--- src/rtl/rx_framing_parser.sv ---
// ---------------------------------------------------------------------------
// rx_framing_parser
//   Scans a 64-byte received symbol beat for physical-layer framing tokens
//   (STP/SDP/END/EDB) and produces per-byte packet flags, one cycle later.
//   Parse state and the packet length counter carry across beats, so packets
//   may span any number of beats and several may start/end inside one beat.
//
//   Optional feature: define RX_FRAMER_ERRCNT_EN to build the saturating
//   framing-error counter; otherwise errCount is tied to zero.
//
// Ports
//   clk          rising-edge clock
//   reset        asynchronous, active-low reset
//   symData      512-bit beat, byte k = bits [8k+7:8k], byte 0 earliest
//   symK         per-byte K-symbol indicator
//   beatValid    symData/symK carry a beat this cycle
//   packetData   symData registered (zero when no beat)
//   packetValid  byte is packet payload
//   tlpstart     byte is STP       tlpend    byte is END closing a TLP
//   dllpstart    byte is SDP       dllpend   byte is END closing a DLLP
//   edb          byte is EDB closing (nullifying) a TLP
//   framingErr   one-cycle pulse: framing violation in the registered beat
//   errCount     saturating count of framingErr pulses
// ---------------------------------------------------------------------------
module rx_framing_parser (
  input  logic         clk,
  input  logic         reset,
  input  logic [511:0] symData,
  input  logic [63:0]  symK,
  input  logic         beatValid,
  output logic [511:0] packetData,
  output logic [63:0]  packetValid,
  output logic [63:0]  tlpstart,
  output logic [63:0]  tlpend,
  output logic [63:0]  dllpstart,
  output logic [63:0]  dllpend,
  output logic [63:0]  edb,
  output logic         framingErr,
  output logic [15:0]  errCount
);

  localparam logic [7:0]  SYM_STP     = 8'hFB;
  localparam logic [7:0]  SYM_SDP     = 8'h5C;
  localparam logic [7:0]  SYM_END     = 8'hFD;
  localparam logic [7:0]  SYM_EDB     = 8'hFE;
  localparam logic [12:0] TLP_MAX_LEN = 13'd4112;
  localparam logic [12:0] DLLP_LEN    = 13'd6;

  typedef enum logic [1:0] {
    ST_IDLE = 2'd0,
    ST_TLP  = 2'd1,
    ST_DLLP = 2'd2
  } state_e;

  state_e        state_q, state_d;
  logic [12:0]   cnt_q, cnt_d;

  // Parse state and length count as seen on entry to each byte of the beat.
  state_e        st_in  [64];
  logic [12:0]   cnt_in [64];
  state_e        st_walk;
  logic [12:0]   cnt_walk;

  logic [7:0]    sym_byte [64];

  logic [511:0]  packet_data_q, packet_data_d;
  logic [63:0]   packet_valid_q, packet_valid_d;
  logic [63:0]   tlp_start_q, tlp_start_d;
  logic [63:0]   tlp_end_q, tlp_end_d;
  logic [63:0]   dllp_start_q, dllp_start_d;
  logic [63:0]   dllp_end_q, dllp_end_d;
  logic [63:0]   edb_q, edb_d;
  logic          framing_err_q, framing_err_d;

  for (genvar gi = 0; gi < 64; gi++) begin : g_byte
    assign sym_byte[gi] = symData[8*gi +: 8];
  end

  // State register
  always_ff @(posedge clk or negedge reset) begin
    if (!reset) begin
      state_q <= ST_IDLE;
      cnt_q   <= '0;
    end else begin
      state_q <= state_d;
      cnt_q   <= cnt_d;
    end
  end

  // Next-state: walk the 64 bytes in arrival order. An offending byte is
  // consumed by the error and never re-examined as a start token.
  always_comb begin
    st_walk  = state_q;
    cnt_walk = cnt_q;
    st_in    = '{default: ST_IDLE};
    cnt_in   = '{default: '0};
    for (int k = 0; k < 64; k++) begin
      st_in[k]  = st_walk;
      cnt_in[k] = cnt_walk;
      case (st_walk)
        ST_IDLE: begin
          if (symK[k] && sym_byte[k] == SYM_STP) begin
            st_walk  = ST_TLP;
            cnt_walk = '0;
          end else if (symK[k] && sym_byte[k] == SYM_SDP) begin
            st_walk  = ST_DLLP;
            cnt_walk = '0;
          end
        end
        ST_TLP: begin
          // Any K symbol ends the TLP (END, EDB or a violation); so does
          // a payload byte beyond the maximum length.
          if (symK[k] || cnt_walk == TLP_MAX_LEN) st_walk = ST_IDLE;
          else                                    cnt_walk = cnt_walk + 13'd1;
        end
        ST_DLLP: begin
          if (symK[k] || cnt_walk == DLLP_LEN) st_walk = ST_IDLE;
          else                                 cnt_walk = cnt_walk + 13'd1;
        end
        default: st_walk = ST_IDLE;
      endcase
    end
    state_d = beatValid ? st_walk  : state_q;
    cnt_d   = beatValid ? cnt_walk : cnt_q;
  end

  // Outputs: classify each byte against the state it was parsed in.
  always_comb begin
    packet_valid_d = '0;
    tlp_start_d    = '0;
    tlp_end_d      = '0;
    dllp_start_d   = '0;
    dllp_end_d     = '0;
    edb_d          = '0;
    framing_err_d  = 1'b0;
    for (int k = 0; k < 64; k++) begin
      case (st_in[k])
        ST_IDLE: begin
          if (symK[k] && sym_byte[k] == SYM_STP)      tlp_start_d[k]  = 1'b1;
          else if (symK[k] && sym_byte[k] == SYM_SDP) dllp_start_d[k] = 1'b1;
        end
        ST_TLP: begin
          if (!symK[k]) begin
            if (cnt_in[k] == TLP_MAX_LEN) framing_err_d     = 1'b1;
            else                          packet_valid_d[k] = 1'b1;
          end else if (sym_byte[k] == SYM_END) begin
            tlp_end_d[k] = 1'b1;
          end else if (sym_byte[k] == SYM_EDB) begin
            edb_d[k] = 1'b1;
          end else begin
            framing_err_d = 1'b1;
          end
        end
        ST_DLLP: begin
          if (cnt_in[k] == DLLP_LEN) begin
            if (symK[k] && sym_byte[k] == SYM_END) dllp_end_d[k] = 1'b1;
            else                                   framing_err_d = 1'b1;
          end else if (symK[k]) begin
            framing_err_d = 1'b1;
          end else begin
            packet_valid_d[k] = 1'b1;
          end
        end
        default: ;
      endcase
    end
    packet_data_d = beatValid ? symData : '0;
    if (!beatValid) begin
      packet_valid_d = '0;
      tlp_start_d    = '0;
      tlp_end_d      = '0;
      dllp_start_d   = '0;
      dllp_end_d     = '0;
      edb_d          = '0;
      framing_err_d  = 1'b0;
    end
  end

  always_ff @(posedge clk or negedge reset) begin
    if (!reset) begin
      packet_data_q  <= '0;
      packet_valid_q <= '0;
      tlp_start_q    <= '0;
      tlp_end_q      <= '0;
      dllp_start_q   <= '0;
      dllp_end_q     <= '0;
      edb_q          <= '0;
      framing_err_q  <= 1'b0;
    end else begin
      packet_data_q  <= packet_data_d;
      packet_valid_q <= packet_valid_d;
      tlp_start_q    <= tlp_start_d;
      tlp_end_q      <= tlp_end_d;
      dllp_start_q   <= dllp_start_d;
      dllp_end_q     <= dllp_end_d;
      edb_q          <= edb_d;
      framing_err_q  <= framing_err_d;
    end
  end

  assign packetData  = packet_data_q;
  assign packetValid = packet_valid_q;
  assign tlpstart    = tlp_start_q;
  assign tlpend      = tlp_end_q;
  assign dllpstart   = dllp_start_q;
  assign dllpend     = dllp_end_q;
  assign edb         = edb_q;
  assign framingErr  = framing_err_q;

`ifdef RX_FRAMER_ERRCNT_EN
  logic [15:0] err_count_q, err_count_d;

  // One increment per erroneous beat, holding at all-ones.
  always_comb begin
    err_count_d = err_count_q;
    if (framing_err_d && err_count_q != 16'hFFFF) err_count_d = err_count_q + 16'd1;
  end

  always_ff @(posedge clk or negedge reset) begin
    if (!reset) err_count_q <= '0;
    else        err_count_q <= err_count_d;
  end

  assign errCount = err_count_q;
`else
  assign errCount = 16'd0;
`endif

endmodule

--- config.mk ---
export PLATFORM = sky130hd
export DESIGN_NAME = rx_framing_parser
export DESIGN_NICKNAME = d
export VERILOG_FILES = /design/src/rtl/rx_framing_parser.sv
export SDC_FILE = /design/constraint.sdc
export NUM_CORES = 2
export LEC_CHECK = 0
export CORE_AREA = 10 10 570 572
export CTS_CLUSTER_SIZE = 24
export DETAILED_ROUTE_END_ITERATION = 10
export DIE_AREA = 0 0 580 582
export SLEW_MARGIN = 15
export SYNTH_ARGS = -nofsm -noshare
export SYNTH_HDL_FRONTEND = slang
export SYNTH_SLANG_ARGS = --single-unit
--- constraint.sdc ---
create_clock -name clk -period 198.9 [get_ports clk]
set_clock_uncertainty 0.05 [all_clocks]
set_input_delay 39.78 -clock clk [delete_from_list [all_inputs] [get_ports clk]]
set_output_delay 39.78 -clock clk [all_outputs]
set_load 0.03 [all_outputs]
## Word level (Yosys, flattened, before mapping)

Cells that the tools add are included.

- Add/subtract/negate cells: 64
- Eq/ne operators: 512
- Multiplexer cells: 2440
- Reductions and logical operators: 384

Operators by type and width:

| kind | number |
|---|---|
| $mux W13 | 256 |
| $pmux W13 S3 | 64 |
| $mux W1 | 1665 |
| $eq A8 B8 Y1 const B | 192 |
| $add A13 B1 Y13 const B | 64 |
| $eq A13 B13 Y1 const B | 64 |
| $eq A13 B3 Y1 const B | 64 |
| $eq A8 B7 Y1 const B | 64 |
| $mux W2 | 256 |
| $mux W512 | 1 |
| $mux W64 | 6 |
| $pmux W2 S3 | 64 |
| $pmux W1 S2 | 128 |
| $logic_and A1 B1 Y1 | 192 |
| $eq A2 B1 Y1 const B | 64 |
| $eq A2 B2 Y1 const B | 64 |
| $logic_not A2 Y1 | 64 |
| $logic_or A1 B1 Y1 | 128 |

- Register bits after elaboration: 912
- Word-level logic and storage cells: 3410

## Longest topological paths before layout

- Depth after elaboration: 258
- Gate-level depth with buffers: 586

## Least setup slack after synthesis

OpenSTA, ideal clock, no wires.

- Path type: input to register
- Start point: input symData[0]
- End point: register cnt_q[11]
- Library setup time: 0.137 ns
- Arrival time: 141.141 ns
- Data required time: 198.713 ns
- Slack: 57.572 ns
- Cell stages on the path: 507
- Buffers on the path: 47
- Path through: nor4_1 > and4_2 > o21ai_2 > a21o_4 > buf_12 > a22oi_1 > inv_1 > ha_1 > o211a_1 > and4_1 > a21boi_0 > nor2_1 > nor2_1 > a22oi_1 > or2_2 > ha_1 > nand2b_1 > nor2_1 > (+471 left out) > nor2_1 > a21oi_1 > nor2_1 > inv_1 > ha_1 > inv_1 > nand2_1 > a211oi_1 > o41a_1 > buf_6 > a31oi_1 > a41oi_1 > nand4_1 > o41ai_4 > a21oi_2 > buf_6 > a32oi_1 > o31ai_1

- Cells in the longest elaborated chain, start to end: 257
- Elaborated cells between the ends (all ways): 1139
- Classes of those cells: add/sub (63); eq/ne (254); mux (631); reduce/logical (191)

Ends and longest elaborated chain:

| what | RTL line | RTL |
|---|---|---|
| from (decl) | 28 | `input logic [511:0] symData,` |
| parallel branches: the longest is 256 deep, another holds $add A13 B1 Y13 | -- |  |
| $pmux W13 S3 * | 100 | `case (st_walk)` |
| to (signal assigned) | 86 | `cnt_q <= cnt_d;` |
| to (decl) | 56 | `logic [12:0] cnt_q, cnt_d;` |

Every way passes the cells marked *.
A chain may end at the register's enable or synchronous reset.

## Worst setup path after layout

Same ends and word-level chain as after synthesis.

==> impl_metrics.json <==
{
  "final.setup.tns_ns": 0,
  "switchingPower_mw": 1.41,
  "tritoncts": "yes",
  "final_common_cell": "clkdlybuf4s50_1",
  "rows": 206,
  "critPathKind": "primary input to flop",
  "clockBufferDepth": 4,
  "final_area_um2": 127000,
  "grt_usage_pct": 27.2,
  "reg2reg_to": "cnt_q[11]",
  "viasPerCell": 6.14,
  "setup-violations-final": 0,
  "holdPathStages": 2,
  "start_kind": "primary input",
  "wl_um": 493000,
  "crit_slowest_cell": "a221oi_1",
  "cp_num_buf_inv": 46,
  "syn-cell-area_um2": 107000,
  "comb_power_share_pct": 82.5,
  "finalCriticalPeriod_ns": 166.16,
  "async_reset_ff_share_pct": 100,
  "initial_utilization_pct": 34.2,
  "p_clk_share_pct": 9.3,
  "grt_pass1_wl_um": 720000,
  "post_cts_resized": 0,
  "ys_seq_area_share_pct": 21.3,
  "grt_overflow_total": 0,
  "status": "finished clean",
  "layout_common_cells": "clkdlybuf4s50_1, nand2_1, nor2_1, dfrtp_1, and2_1",
  "synth_seq_cells": 912,
  "critPathMaxStageDelay_ns": 1.01,
  "rr_worst_depth": 451,
  "critPathCaptureType": "flop",
  "maxCapViolCount": 0,
  "power_per_cell_area_nw_per_um2": 18.8,
  "fp.dieW_um": 580,
  "pre_cts_slack_ns": 34.92,
  "path_common_cell": "ha_1",
  "slew_viol_final": 0,
  "switching_share_pct": 58.9,
  "drive_above_1_share_pct": 18.6,
  "synth_cells": 12646,
  "final_cell_count_no_fill": 18167,
  "vdd_drop_max_mv": 0.0497,
  "dp_hpwl_um": 406000,
  "hold_viol": 0,
  "crit_path_max_fanout": 18,
  "rsz0062_at_grt": "no",
  "whs_ns": 0.579,
  "fillers": 31729,
  "critPathArrivalTime_ns": 166.87,
  "cts_root_buffer": "clkbuf_16",
  "die_y_um": 582,
  "gp_congestion": 0.997,
  "whs_endpoint": "cnt_q[10]",
  "crit_required_ns": 199.60,
  "dr.pass1.iters": 8,
  "cts_sinks": 912,
  "finalCritPeriodShare_pct": 83.5,
  "power_frac_seq_pct": 8.2,
  "cts_made_buffers": 118,
  "antenna_left": 0,
  "dieArea_um2": 338000,
  "final_nets": 14881,
  "route.detailed.drc": 0,
  "max_freq_mhz": 6.02,
  "avgSynthCellArea_um2": 8.47,
  "htreeDepth": 3,
  "vias": 111483,
  "rr_startpoint": "state_q[1]",
  "grt_max_degree": 134,
  "yosys.cell_types.count": 246,
  "placed_area_um2": 123000,
  "synth_edf_count": 0,
  "relSlewSlack_pct": 19.4,
  "core_area_um2": 314000,
  "hold_path_startpoint": "cnt_q[10]",
  "detail_route.iter0.violations": 11680,
  "post_cts_buffers": 0,
  "clk_pin_slew_ns": 0.06,
  "hold_buffers": 0,
  "grt_pass1_vias": 105220,
  "min_path_type": "flop to flop",
  "r2r_slack_ns": 71.33,
  "io_buffer_count": 1475,
  "antenna_found_initial": 134,
  "yosysWarnings": 0,
  "area_growth_pct": 18.8,
  "p_int_mw": 0.983,
  "clk_latency_ns": 0.85,
  "setup_slack_ns": 32.74,
  "wl_per_cell_um": 27.2,
  "crit_family": "compound AO/OA/AOI/OAI gates",
  "tightest_slew_ns": 1.19,
  "placed_cells": 17894,
  "ioPinCount": 1492,
  "synth_ff_type": "dfrtp_1",
  "leakage_nw": 47.9
}
[cell usage after synthesis (57+ instances only)]
cell       count  share of area [%]
o211ai_1     125               0.88
clkbuf_1      97               0.34
o21ai_0      535                2.5
or3_1         57               0.33
and2_1       593                3.5
o22ai_1      100               0.58
dfrtp_1      912                 21
nand2b_1      79               0.46
a21o_2       117               0.96
nor3_1       423                2.0
nand4_1      218                1.3
a21oi_1      555                2.6
buf_6        144                1.5
nand3_1      351                1.6
a21o_1        57               0.40
a22oi_1       93               0.65
a221oi_1      64               0.52
o21ai_2       70               0.57
nand2_1     1148                4.0
or2_2        155               0.90
inv_1        559                2.0
o21ai_1      138               0.64
nor3b_1       68               0.48
or3_2         58               0.41
o21bai_1      59               0.41
and2_2       120               0.84
o221ai_1      67               0.55
o21a_1       102               0.71
a211oi_1     110               0.77
clkbuf_8      83                1.1
nand4b_1      81               0.66
ha_1         448                5.2
and3_1        85               0.50
a21oi_2       87               0.71
o31ai_1      122               0.85
and3_2        77               0.54
a31oi_1      165               0.96
o2111ai_1     75               0.61
nor2_1      1095                3.8
nor4_1       156               0.91
nor2_2        58               0.34
[worst max-delay path by stage]
stage,from,to,slack (ns),cells after the start
2_1_floorplan,symData[0],cnt_q[11],57.57,507
3_3_place_gp,symData[0],cnt_q[11],34.89,459
3_5_place_dp,symData[0],cnt_q[11],34.92,455
4_1_cts,symData[0],cnt_q[11],35.49,456
5_1_grt,symData[0],cnt_q[11],23.72,456
6_report,symData[0],cnt_q[11],32.74,451
[sequential cells by signal, summed over array words and instances, names as in the netlist]
signal	flops
cnt_q	13
dllpend	64
dllpstart	64
edb	64
framingErr	1
packetData	512
packetValid	64
state_q	2
tlpend	64
tlpstart	64
[worst register-to-register path: cells and delay by family (launching register included)]
family                   cells  cell delay [ns]
AO/OA/AOI/OAI              198            62.55
adder cells (fa/ha/maj)     52            14.52
buffers and inverters       48             6.73
flip-flops                   1             0.43
multiplexers                 3             1.11
AND/OR/NAND/NOR            150            42.09
[area by class of cell]
type	instances	area [µm²]	share of cell area, %
flip-flops and latches	912	22800	17.9
clock inverters	56	662	0.520
inverters	588	2300	1.81
multi-input cells	10693	77600	60.9
repair buffers	1541	15300	12.0
well taps	4160	5200	4.09
diodes	60	150	0.118
clock buffers	157	3280	2.58
[kinds of logic (layout without fill, tap and decap cells)]
family / count (synthesis) / after routing / share of synthesized area (%)
compound gates: 4294 / 4294 / 34.1
xor+xnor: 57 / 57 / 0.466
fa+ha+maj: 449 / 449 / 5.24
buf+inv: 1056 / 2342 / 6.36
flops: 912 / 912 / 21.3
mux: 78 / 78 / 0.834
other cells: 1 / 76 / 0.00350
simple gates: 5799 / 5799 / 31.7
[power by group through the flow]
| stage | clock (mW) | combinational, mW | sequential, mW |
|---|---|---|---|
| 6_report | 0.224 | 1.97 | 0.196 |
| 5_1_grt | 0.237 | 2.16 | 0.196 |
| 4_1_cts | 0.231 | 1.94 | 0.196 |
| 3_5_place_dp | 0 | 1.92 | 0.199 |
| 3_3_place_gp | 0 | 1.93 | 0.199 |
| 2_1_floorplan | 0 | 1.49 | 0.212 |
[through the flow]
step,power [mW],utilization [%]
after floorplan,1.71,-
after global placement,2.13,39.3
after detailed placement,2.12,39.3
after CTS,2.36,40.6
after global routing,2.60,40.6
final,2.39,40.6
[layer usage]
layer	vias up	global-route usage (%)	wire length [µm]
met1	54452	34.1	200000
met2	5090	44.7	226000
met4	46	12.9	27100
met3	780	5.83	39700
li1	51115	-	-
met5	-	0	298
Power figures use the tool's default switching activity.
